===== src/rtl/canonical_pkg.sv =====
// Shared constants and types for the canonical-form output collector.
// Literal encoding, FSM states and the per-row literal vector type.
package canonical_pkg;

    localparam int unsigned NUM_QUBIT      = 4;
    localparam int unsigned MAX_VECTOR     = 1 << NUM_QUBIT;
    localparam int unsigned TIMEOUT_CYCLES = 4 * NUM_QUBIT;
    localparam int unsigned ROW_W          = $clog2(NUM_QUBIT);
    localparam int unsigned CYC_W          = $clog2(TIMEOUT_CYCLES);
    localparam int unsigned LIT_W          = 2 * NUM_QUBIT;

    localparam logic [1:0] LIT_I = 2'd0;
    localparam logic [1:0] LIT_X = 2'd1;
    localparam logic [1:0] LIT_Z = 2'd2;
    localparam logic [1:0] LIT_Y = 2'd3;

    typedef enum logic [1:0] {
        ST_IDLE    = 2'd0,
        ST_COLLECT = 2'd1,
        ST_DONE    = 2'd2
    } state_t;

    typedef logic [NUM_QUBIT-1:0][1:0] row_lit_t;

endpackage


===== src/rtl/canonical_collect_row.sv =====
// One tableau row: literals and phases, written when the shared write
// index matches this row, cleared as a whole on restart.
module canonical_collect_row
    import canonical_pkg::*;
#(
    parameter int unsigned ROW_IDX = 0
) (
    input  logic                  clk,
    input  logic                  rst_new,
    input  logic                  clr_i,
    input  logic                  we_i,
    input  logic [ROW_W-1:0]      idx_i,
    input  logic [LIT_W-1:0]      lit_i,
    input  logic [MAX_VECTOR-1:0] phase_i,
    output logic [LIT_W-1:0]      lit_o,
    output logic [MAX_VECTOR-1:0] phase_o
);

    localparam logic [ROW_W-1:0] MY_IDX = ROW_W'(ROW_IDX);

    row_lit_t              lit_q;
    logic [MAX_VECTOR-1:0] phase_q;

    always_ff @(posedge clk or posedge rst_new) begin
        if (rst_new) begin
            lit_q   <= '0;
            phase_q <= '0;
        end else if (clr_i) begin
            lit_q   <= '0;
            phase_q <= '0;
        end else if (we_i && (idx_i == MY_IDX)) begin
            lit_q   <= lit_i;
            phase_q <= phase_i;
        end
    end

    assign lit_o   = lit_q;
    assign phase_o = phase_q;

endmodule


===== src/rtl/canonical_collect.sv =====
// Collects flagged rows from the canonical-form stream into a parallel
// tableau; reports completion (done/tab_valid) or timeout (error).
//
// state      | meaning
// IDLE       | waiting for arm; error may be holding a timeout
// COLLECT    | accepting flagged rows, timeout counter running
// DONE       | tableau complete and held until the next arm
module canonical_collect
    import canonical_pkg::*;
(
    input  logic                            clk,
    input  logic                            rst_new,
    input  logic                            arm,
    input  logic [LIT_W-1:0]                literals_in,
    input  logic [MAX_VECTOR-1:0]           phase_in,
    input  logic                            flag_in,
    output logic [NUM_QUBIT*LIT_W-1:0]      literals_tab,
    output logic [NUM_QUBIT*MAX_VECTOR-1:0] phase_tab,
    output logic [31:0]                     row_count,
    output logic                            busy,
    output logic                            tab_valid,
    output logic                            done,
    output logic                            error
);

    localparam logic [CYC_W-1:0] CYC_LAST  = CYC_W'(TIMEOUT_CYCLES - 1);
    localparam logic [31:0]      ROWS_FULL = 32'(NUM_QUBIT);

    state_t           state_q, state_d;
    logic [31:0]      row_count_q, row_count_d;
    logic [CYC_W-1:0] cyc_q, cyc_d;
    logic             done_q, done_d;
    logic             error_q, error_d;
    logic             clr;
    logic             wr;

    always_ff @(posedge clk or posedge rst_new) begin
        if (rst_new) begin
            state_q     <= ST_IDLE;
            row_count_q <= '0;
            cyc_q       <= '0;
            done_q      <= 1'b0;
            error_q     <= 1'b0;
        end else begin
            state_q     <= state_d;
            row_count_q <= row_count_d;
            cyc_q       <= cyc_d;
            done_q      <= done_d;
            error_q     <= error_d;
        end
    end

    // arm is evaluated first in every state so it always beats a write
    always_comb begin
        state_d     = state_q;
        row_count_d = row_count_q;
        cyc_d       = cyc_q;
        done_d      = 1'b0;
        error_d     = error_q;
        clr         = 1'b0;
        wr          = 1'b0;
        if (arm) begin
            state_d     = ST_COLLECT;
            row_count_d = '0;
            cyc_d       = '0;
            error_d     = 1'b0;
            clr         = 1'b1;
        end else begin
            case (state_q)
                ST_COLLECT: begin
                    cyc_d = cyc_q + CYC_W'(1);
                    if (flag_in && (row_count_q < ROWS_FULL)) begin
                        wr          = 1'b1;
                        row_count_d = row_count_q + 32'd1;
                    end
                    // completion outranks a simultaneous timeout
                    if (row_count_d == ROWS_FULL) begin
                        state_d = ST_DONE;
                        done_d  = 1'b1;
                    end else if (cyc_q == CYC_LAST) begin
                        state_d = ST_IDLE;
                        error_d = 1'b1;
                    end
                end
                ST_IDLE, ST_DONE: state_d = state_q;
                default:          state_d = ST_IDLE;
            endcase
        end
    end

    always_comb begin
        busy      = (state_q == ST_COLLECT);
        tab_valid = (state_q == ST_DONE);
    end

    for (genvar r = 0; r < NUM_QUBIT; r++) begin : g_row
        canonical_collect_row #(.ROW_IDX(r)) u_row (
            .clk     (clk),
            .rst_new (rst_new),
            .clr_i   (clr),
            .we_i    (wr),
            .idx_i   (row_count_q[ROW_W-1:0]),
            .lit_i   (literals_in),
            .phase_i (phase_in),
            .lit_o   (literals_tab[r*LIT_W +: LIT_W]),
            .phase_o (phase_tab[r*MAX_VECTOR +: MAX_VECTOR])
        );
    end

    assign row_count = row_count_q;
    assign done      = done_q;
    assign error     = error_q;

endmodule


===== config.mk =====
export PLATFORM = sky130hd
export DESIGN_NAME = canonical_collect
export DESIGN_NICKNAME = d
export VERILOG_FILES = /design/src/rtl/canonical_pkg.sv /design/src/rtl/canonical_collect_row.sv /design/src/rtl/canonical_collect.sv
export SDC_FILE = /design/constraint.sdc
export NUM_CORES = 1
export LEC_CHECK = 0
export CORE_MARGIN = 4
export CORE_UTILIZATION = 54
export CTS_CLUSTER_SIZE = 40
export DETAILED_ROUTE_END_ITERATION = 8
export PLACE_DENSITY = 0.91
export SLEW_MARGIN = 10
export SYNTH_ARGS = -nofsm -noshare
export SYNTH_HDL_FRONTEND = slang
export SYNTH_HIERARCHICAL = 1
export SYNTH_SLANG_ARGS = --single-unit

===== constraint.sdc =====
create_clock -name clk -period 5.1 [get_ports clk]
set_clock_uncertainty 0.05 [all_clocks]
set_input_delay 0.765 -clock clk [delete_from_list [all_inputs] [get_ports clk]]
set_output_delay 0.765 -clock clk [all_outputs]
set_load 0.1 [all_outputs]

==> run metrics, run 1 <==
Synth top area share=about 52%; Peak VDD IR=roughly 0.00027 V; Lkg Pwr=between 3 and 4 nW; vias per inst=5.35; Finish-stage setup viols=0; commonest cells in the synthesized netlist=nand2b_1 (193), dfrtp_1 (136), mux2i_1 (97); Arr. time, crit path=2.34 ns; Syn Std Cell Area=approximately 6500 um2; Post-CTS Setup Bufs=0; Worst setup SP type=register; clock tree from TritonCTS=built; initial antenna violation count=0; #FFs+latches synth=approximately 140; Final Cycle Share=approximately three fifths; Post-Synth Simple-Gate Area=between 20% and 30%; dpl ws=around 2.2 ns; post-DP HPWL=approximately 11000 um; Ports=160; sequential element share of the synthesized area=52.5%; via count=approximately 4600; RSZ-0062 raised after global routing=no; P&R area growth vs syn=34.0%; Routed WL=15800 um; clk_lat worst skew=roughly 0.40 ns; WHS=around 0.47 ns; worst-path fanout max=7; hold-fix buffers at CTS=0; starting density of the core=around 56%; pin count of the biggest net entering global routing=~120; wire length per cell=about 18 um; largest family of logic cells by synthesized area=simple AND/OR/NAND/NOR gates; root buffer cell=clkbuf_16; final estimated routing congestion in global placement=between 0.8 and 0.9; Final ANT Viol Nets=0; Min-Delay Path Class=reg2reg; H-tree Lvls=4; IO Port Bufs=~160; Final Slew Violations=0; DP Area=between 8000 and 9000 um2; Worst Path Required=around 4.3 ns; clock transition at the registers of the reported paths=around 0.060 ns; total negative slack=0 ns; CTS buffer count=17; final hold vios=0; PostCTS Resize Cnt=0; drt first pass iters=5; Post-synth EDFFs=0; Mapped Avg Cell Area=around 12 um2; final instance area=8690 um2; GRT overflow=0; post-synth cell types=42; CTS Sinks=136; Total GRT Usage=23.2%; post-synthesis compound-gate area fraction=under 10%; fin nets=731; Synth area leaders=dfrtp_1 (52%), nand2b_1 (19%), mux2i_1 (15%), nor2b_1 (3.0%), buf_12 (2.5%); Residual DRC=0; first-pass GRT wire length=around 26000 um; share of layout cells above drive strength 1=between 6 and 7%; fmax=317 MHz; Die W=118 um; core box area=roughly 12000 um2; Longest Clk Path Bufs=2; Tmin final=~3.2 ns; Slew @ Worst Pin=between 1 and 1.5 ns; post-synthesis mux area share=15.0%; Rows=39; Post-Syn Nets=~600; Syn Inst Count=roughly 550; top cell type by total area after synthesis=dfrtp_1; most frequent cell after synthesis=nand2b_1; yosys warns=6; Setup WS post-layout=roughly 1.9 ns; status=complete, no violations; die area=between 10000 and 15000 um2; n_diodes=0; Max Cap Violations=0; asr flop ratio synth=100%; Worst Setup End Kind=output pin; Synth Area in Adders=less than 1%; iteration-0 DRC count of the detailed router=between 300 and 400; vias in the first global route=4773; Overall Power=between 0.002 and 0.003 W; Post-synth top flop=dfrtp_1; Slew HR=approximately 29%; Post-Synth XOR/XNOR Area=less than 1%; pwr dens=approximately 330 nW/um2; Die H=~120 um; Setup CP Type=reg2out
-- layer usage --
metal	track usage (%)	part of all wire [%]	wire length, um
met5	0	0	0
met4	5.93	0.87	137
met3	8.51	8.0	1270
met2	35.0	46	7330
met1	32.2	45	7050
-- cells in the final DEF, fill, tap and decap left out, types with 2 or more instances in the layout --
cell type / synthesis / final
nand4_1: 3 / 3
and3b_1: 2 / 2
xor2_1: 2 / 2
buf_4: 0 / 7
dfrtp_1: 136 / 136
nor4_1: 4 / 4
a21oi_1: 3 / 3
nand2b_1: 193 / 193
clkinv_4: 0 / 2
clkbuf_8: 0 / 3
nand2_1: 5 / 5
nor2b_1: 31 / 31
nor2_1: 7 / 7
bufinv_16: 0 / 6
ha_1: 2 / 2
o41ai_1: 2 / 2
mux2i_1: 97 / 97
clkbuf_16: 0 / 17
clkinvlp_4: 0 / 2
nand3_1: 2 / 2
clkdlybuf4s50_1: 0 / 158
inv_1: 6 / 6
-- per-stage QoR --
step / cells / utilization [%]
floorplan: 553 / -
global placement: 825 / 69.2
detailed placement: 825 / 69.2
CTS: 857 / 75.2
global route: 857 / 75.2
finish: 857 / 75.2
-- worst max-delay path: stages (launching register included) --
cell	delay (ns)
dfrtp_1	0.39
nand2b_1	0.21
clkinv_1	0.17
clkdlybuf4s50_1	1.18
-- area by class of cell --
| type | instances | area (um2) |
|---|---|---|
| clock inverter | 11 | 218 |
| timing repair buffer | 165 | 1630 |
| multi-input combinational | 374 | 2760 |
| inverter | 7 | 26.3 |
| sequential | 136 | 3400 |
| clock buffer | 21 | 470 |
| fill | 749 | 2870 |
| tap | 143 | 179 |
-- sequential cells by signal (all words and copies together) (netlist names) --
| signal | cells |
|---|---|
| g_row.u_row/lit_o | 32 |
| done | 1 |
| error | 1 |
| state_q | 2 |
| row_count | 32 |
| g_row.u_row/phase_o | 64 |
| cyc_q | 4 |
-- logic make-up after synthesis --
family | count (synthesis)
buf+inv | 43
flops | 136
mux | 97
simple gates | 260
fa+ha+maj | 2
compound gates | 12
xor+xnor | 3
-- report_power, final --
group / internal [W] / switching [W] / total (W) / leakage, nW
Clock: 0.000957 / 0.000438 / 0.00140 / 0.329
Sequential: 0.00110 / 0.0000169 / 0.00112 / 1.88
Combinational: 0.000108 / 0.000251 / 0.000359 / 1.45
-- final timing paths --
path	startpoint	end	slack (ns)	cells after the start
worst max-delay path	state_q[1]	busy	1.94	3
worst min-delay path	row_count[31]	row_count[31]	0.47	1
worst max register to register	row_count[27]	g_row[0].u_row/phase_o[5]	2.25	7
worst min register to register	row_count[31]	row_count[31]	0.47	1
max in group asynchronous	rst_new	g_row[3].u_row/lit_o[2]	3.39	2
min in group asynchronous	rst_new	cyc_q[1]	0.91	3
Note: power is estimated with default switching activity, not from simulation.
==> inputs of run 2 (changes only) <==
--- a/config.mk
+++ b/config.mk
@@ -6,10 +6,10 @@
 export NUM_CORES = 1
 export LEC_CHECK = 0
 export CORE_MARGIN = 4
-export CORE_UTILIZATION = 54
+export CORE_UTILIZATION = 50
 export CTS_CLUSTER_SIZE = 40
 export DETAILED_ROUTE_END_ITERATION = 8
-export PLACE_DENSITY = 0.91
+export PLACE_DENSITY = 0.86
 export SLEW_MARGIN = 10
 export SYNTH_ARGS = -nofsm -noshare
 export SYNTH_HDL_FRONTEND = slang
==> constraint.sdc (replaced) <==
create_clock -name clk -period 3.07 [get_ports clk]
set_clock_uncertainty 0.05 [all_clocks]
set_input_delay 0.4605 -clock clk [delete_from_list [all_inputs] [get_ports clk]]
set_output_delay 0.4605 -clock clk [all_outputs]
set_load 0.1 [all_outputs]
==> run 2 against run 1 <==
- first-iteration DRC count shrank 25%
- non-clock buffer count stayed put
- power grew 57%
- die area increased by 7.4%
- worst hold slack gained 0.0065 ns
- design area decreased by 3.5%
- sequential power grew 66%
- sequential cell count unchanged
- highest routed layer unchanged
==> run metrics, run 2 (synthesis gave the netlist of run 1 again) <==
root buffer cell=clkbuf_16; Final ANT Viol Nets=0; fillcell total=993; met2 GRT Util=between 30% and 40%; Longest Clk Path Bufs=2; R2R Path End=g_row[1].u_row/phase_o[8]; max FFs per register=between 60 and 70; Final Slew Violations=0; Worst Path Required=3.34 ns; R2R depth=7; Die W=about 120 um; GRT overflow=0; Rows=41; RSZ-0062 raised after global routing=no; Worst path max stage delay=0.55 ns; Worst Setup EP=g_row[1].u_row/phase_o[8]; PostCTS Resize Cnt=0; Worst setup SP type=register; hold-fix buffers at CTS=0; Slew @ Worst Pin=1.01 ns; n_diodes=0; initial antenna violation count=0; Post-CTS Setup Bufs=0; Critical Path Slowest Stage Cell=or4_4; Tmin final=2.69 ns; final hold vios=0; commonest cells after routing, fill and taps aside=nand2b_1 (193), dfrtp_1 (136), buf_4 (134), mux2i_1 (97), nor2b_1 (31); Final Cycle Share=between 80% and 90%; R2R Path Start=row_count[27]; IO Port Bufs=roughly 160; vias in the first global route=around 4700; fmax=372 MHz; status=complete, no violations; critical-path cell list=or4_4, nor4_2, nand2_1, nor3_1, and3b_1, buf_12, mux2i_1; drt first pass iters=4; fin nets=between 700 and 800; Register-to-Register Setup Slack=~0.38 ns; Residual DRC=0; via count=4511; P&R area growth vs syn=29.3%; final estimated routing congestion in global placement=0.796; Arr. time, crit path=2.96 ns; Critical Path Source=row_count[27]; Max Cap Violations=0; iteration-0 DRC count of the detailed router=between 200 and 300; most common cell after layout, fill and taps aside=nand2b_1; H-tree Lvls=4; share of layout cells above drive strength 1=approximately a quarter; Routed WL=15800 um; Min-Delay Path Class=reg2reg; die area=roughly 15000 um2; met3 Use GR=a little over 7%; CTS buffer count=17; core box area=between 10000 and 15000 um2; Most Crowded Layer GR=met2; vias per inst=about 5; post-DP HPWL=between 10000 and 15000 um; worst-path fanout max=24; Setup CP Type=reg2reg; starting density of the core=around 51%; clk_lat worst skew=0.41 ns; clock tree from TritonCTS=built; clock transition at the registers of the reported paths=0.06 ns; Lkg Pwr=3.91 nW; DP Area=a little under 8000 um2; first-pass GRT wire length=approximately 25000 um; CTS Sinks=roughly 140; final instance area=roughly 8400 um2; Worst Setup End Kind=register; Setup WS post-layout=between 0.3 and 0.4 ns; Finish-stage setup viols=0; met1 usage=30.1%; pin count of the biggest net entering global routing=178; Slew HR=roughly 33%; pwr dens=around 540 nW/um2; wire length per cell=17.8 um; Ports=between 150 and 200; total negative slack=0 ns; dpl ws=between 0.4 and 0.5 ns; Die H=~120 um; Total GRT Usage=between 20% and 30%; Peak VDD IR=0.000377 V
run 2: changes by cell type in the layout (fill, tap and decap cells not counted), sizes merged:
cell,change
buf,+132
clkdlybuf4s50,-132
clkinvlp,-1
clkbuf,+4
clkinv,+1
bufinv,-4
run 2: worst max-delay path: cells and delay by family (launching register included):
kind / cells / cell delay, ns
buffers and inverters: 1 / 0.23
DFF: 1 / 0.39
muxes: 1 / 0.25
and+or+nand+nor: 5 / 1.68
run 2: worst min-delay path by stage:
stage	startpoint	to	slack [ns]	depth (start not counted)
2_1_floorplan	rst_new	g_row[0].u_row/lit_o[0]	0.43	1
3_3_place_gp	error	error	0.45	1
3_5_place_dp	error	error	0.46	1
4_1_cts	arm	cyc_q[3]	0.46	2
5_1_grt	arm	cyc_q[3]	0.50	2
6_report	row_count[6]	row_count[6]	0.48	1
run 2: power breakdown:
group	leakage [nW]	switching [W]	internal, W	total (W)
clock network	0.305	0.000733	0.00134	0.00207
registers	1.88	0.0000300	0.00183	0.00186
logic	1.73	0.000415	0.000173	0.000587
run 2: final cells by class:
type | count | area, um2 | area share, %
clock buffers | 25 | 526 | 6.26
clock inverters | 7 | 87.6 | 1.04
inverters | 7 | 26.3 | 0.313
multi-input cells | 374 | 2760 | 33.0
flip-flops and latches | 136 | 3400 | 40.6
well taps | 172 | 215 | 2.57
repair buffers | 165 | 1370 | 16.3
run 2: routing by layer:
metal / vias to the layer above / routed length [um]
li1: 2113 / -
met1: 2222 / 6980
met2: 156 / 7210
met3: 20 / 1310
met4: 0 / 251
met5: - / 0
run 2: stage by stage:
| step | instances | hold WS (ns) | utilization [%] | total power [W] |
|---|---|---|---|---|
| global route | 886 | 0.496 | 66.2 | 0.00468 |
| global placement | 854 | 0.450 | 61.4 | 0.00247 |
| finish | 886 | 0.477 | 66.2 | 0.00452 |
| CTS | 886 | 0.465 | 66.2 | 0.00456 |
| detailed placement | 854 | 0.464 | 61.4 | 0.00248 |
| floorplan | 553 | 0.425 | - | 0.00232 |
==> inputs of run 3 (changes only) <==
--- a/config.mk
+++ b/config.mk
@@ -6,12 +6,11 @@
 export NUM_CORES = 1
 export LEC_CHECK = 0
 export CORE_MARGIN = 4
-export CORE_UTILIZATION = 50
+export CORE_UTILIZATION = 49
 export CTS_CLUSTER_SIZE = 40
 export DETAILED_ROUTE_END_ITERATION = 8
-export PLACE_DENSITY = 0.86
+export PLACE_DENSITY = 0.85
 export SLEW_MARGIN = 10
 export SYNTH_ARGS = -nofsm -noshare
 export SYNTH_HDL_FRONTEND = slang
-export SYNTH_HIERARCHICAL = 1
 export SYNTH_SLANG_ARGS = --single-unit
==> run 3 against run 2 <==
- sequential cell count did not move
- utilization fell by 0.48 points
- critical path depth fell by 2
- critical endpoint is now g_row[1].u_row.phase_o[8]
- largest cell class unchanged
==> run metrics, run 3 <==
status=complete, no violations; post-DP HPWL=12500 um; R2R depth=5; IO Port Bufs=approximately 160; Post-synth EDFFs=0; Peak VDD IR=0.000321 V; Critical Path Slowest Stage Cell=nor4_1; H-tree Lvls=4; Residual DRC=0; dpl ws=~0.47 ns; Setup CP Type=reg2reg; wire length per cell=21.9 um; Final ANT Viol Nets=0; Slew HR=between 20% and 30%; Post-Syn Nets=between 600 and 700; n_diodes=0; Post-CTS Setup Bufs=0; total negative slack=0 ns; Overall Power=0.00415 W; multi-input logic area=approximately 2400 um2; via count=5668; pwr dens=between 500 and 600 nW/um2; Lkg Pwr=3.61 nW; vias per inst=6.33; Longest Clk Path Bufs=2; Critical Path Source=row_count[14]; Worst Path Required=3.26 ns; placed cell count=slightly below 900; Syn Std Cell Area=6210 um2; clock transition at the registers of the reported paths=~0.050 ns; hold-fix buffers at CTS=0; Post-synth top flop=dfrtp_1; Die H=between 100 and 150 um; core box area=12200 um2; CTS buffer count=17; most common cell after layout, fill and taps aside=buf_4; Ports=160; first-pass GRT wire length=~31000 um; Worst Setup EP=g_row[1].u_row.phase_o[8]; CTS Sinks=136; DP Area=around 7500 um2; Register-to-Register Setup Slack=between 0.3 and 0.4 ns; Mapped Avg Cell Area=slightly above 10 um2; Worst Setup End Kind=register; iteration-0 DRC count of the detailed router=694; Min-Delay Path Class=in2async; fin nets=752; yosys warns=0; starting density of the core=50.8%; fmax=373 MHz; final instance area=8030 um2; Layout Cells excl Fill=approximately 900; PostCTS Resize Cnt=0; FF+latch area=3400 um2; share of layout cells above drive strength 1=between 20% and 30%; clock tree from TritonCTS=built; clk_lat worst skew=a little over 0.4 ns; root buffer cell=clkbuf_16; RSZ-0062 raised after global routing=no; Worst path max stage delay=about 0.56 ns; sequential element share of the synthesized area=a little over half; top cell type by total area after synthesis=dfrtp_1; Max Cap Violations=0; pin count of the biggest net entering global routing=approximately 110; Worst setup SP type=register; Final Slew Violations=0; initial antenna violation count=0; Slew @ Worst Pin=approximately 1.1 ns; Finish-stage setup viols=0; max FFs per register=64; Synth top area share=between 50% and 60%; R2R Path End=g_row[1].u_row.phase_o[8]; fillcell total=roughly 970; critical-path cell list=nor4_1, nand4_1, buf_4, o31ai_1, a21oi_1; vias in the first global route=about 5700; Rows=40; final hold vios=0; Total GRT Usage=27.0%; R2R Path Start=row_count[14]; Die W=roughly 120 um; Tmin final=~2.7 ns; Final Cycle Share=between 80 and 90%; P&R area growth vs syn=29.3%; die area=14500 um2; post-synth cell types=29; worst-path fanout max=between 90 and 100; commonest cells after routing, fill and taps aside=buf_4 (144), dfrtp_1 (136), nand4_1 (100), a21oi_1 (99), o31ai_1 (98); Routed WL=slightly below 20000 um; Syn Inst Count=roughly 610; GRT overflow=0; asr flop ratio synth=100%; most frequent cell after synthesis=dfrtp_1; final estimated routing congestion in global placement=about 0.84; drt first pass iters=6; Setup WS post-layout=a little under 0.4 ns; commonest cells in the synthesized netlist=dfrtp_1 (136), nand4_1 (100), a21oi_1 (99); #FFs+latches synth=136; Arr. time, crit path=~2.9 ns; Synth area leaders=dfrtp_1 (55%), o31ai_1 (12%), nand4_1 (10%), a21oi_1 (8.0%), nor2b_1 (3.3%)
==> run 3: how the worst min path moves through the flow <==
| stage | start | end | slack, ns |
|---|---|---|---|
| after detailed placement | row_count[16] | row_count[16] | 0.46 |
| final | rst_new | g_row[1].u_row.lit_o[1] | 0.37 |
| after CTS | arm | cyc_q[0] | 0.37 |
| after floorplan | cyc_q[3] | cyc_q[3] | 0.46 |
| after global placement | row_count[23] | row_count[23] | 0.46 |
| after global routing | arm | row_count[30] | 0.41 |
==> run 3: final cells by class <==
class / count / share of cell area [%]
flip-flops and latches: 136 / 42.4
multi-input cells: 383 / 30.4
repair buffers: 175 / 18.0
clock buffers: 23 / 5.96
well taps: 168 / 2.62
inverters: 6 / 0.327
clock inverters: 5 / 0.312
==> run 3: worst max-delay path, delay by kind of cell (launching register included) <==
family	cells	cell delay, ns
DFF	1	0.39
and+or+nand+nor	2	0.93
buffers and inverters	1	0.52
AOI/OAI and AO/OA	2	0.57
==> run 3: metal layers <==
layer,global-route usage [%],vias up,wire length (um)
met4,13.2,0,668
li1,-,2541,-
met3,7.72,49,2050
met5,0,-,0
met1,35.4,2748,7720
met2,41.4,330,9190
==> run 3: kinds of logic after synthesis <==
family | Yosys count | share of synthesized area (%)
compound gates | 201 | 20.3
xor+xnor | 3 | 0.423
fa+ha+maj | 5 | 1.01
buf+inv | 87 | 5.95
flops | 136 | 54.8
mux | 3 | 0.484
simple gates | 171 | 17.0
==> run 3: report_power, final <==
| group | switching [W] | total [W] | internal (W) |
|---|---|---|---|
| Sequential | 0.0000281 | 0.00186 | 0.00183 |
| Combinational | 0.000402 | 0.000526 | 0.000124 |
| Clock | 0.000702 | 0.00177 | 0.00107 |
==> run 3: metrics by stage <==
step / util, % / hold slack [ns]
after global placement: 61.6 / 0.461
after floorplan: - / 0.455
after global routing: 65.7 / 0.407
after CTS: 65.7 / 0.374
after detailed placement: 61.6 / 0.465
final: 65.7 / 0.374
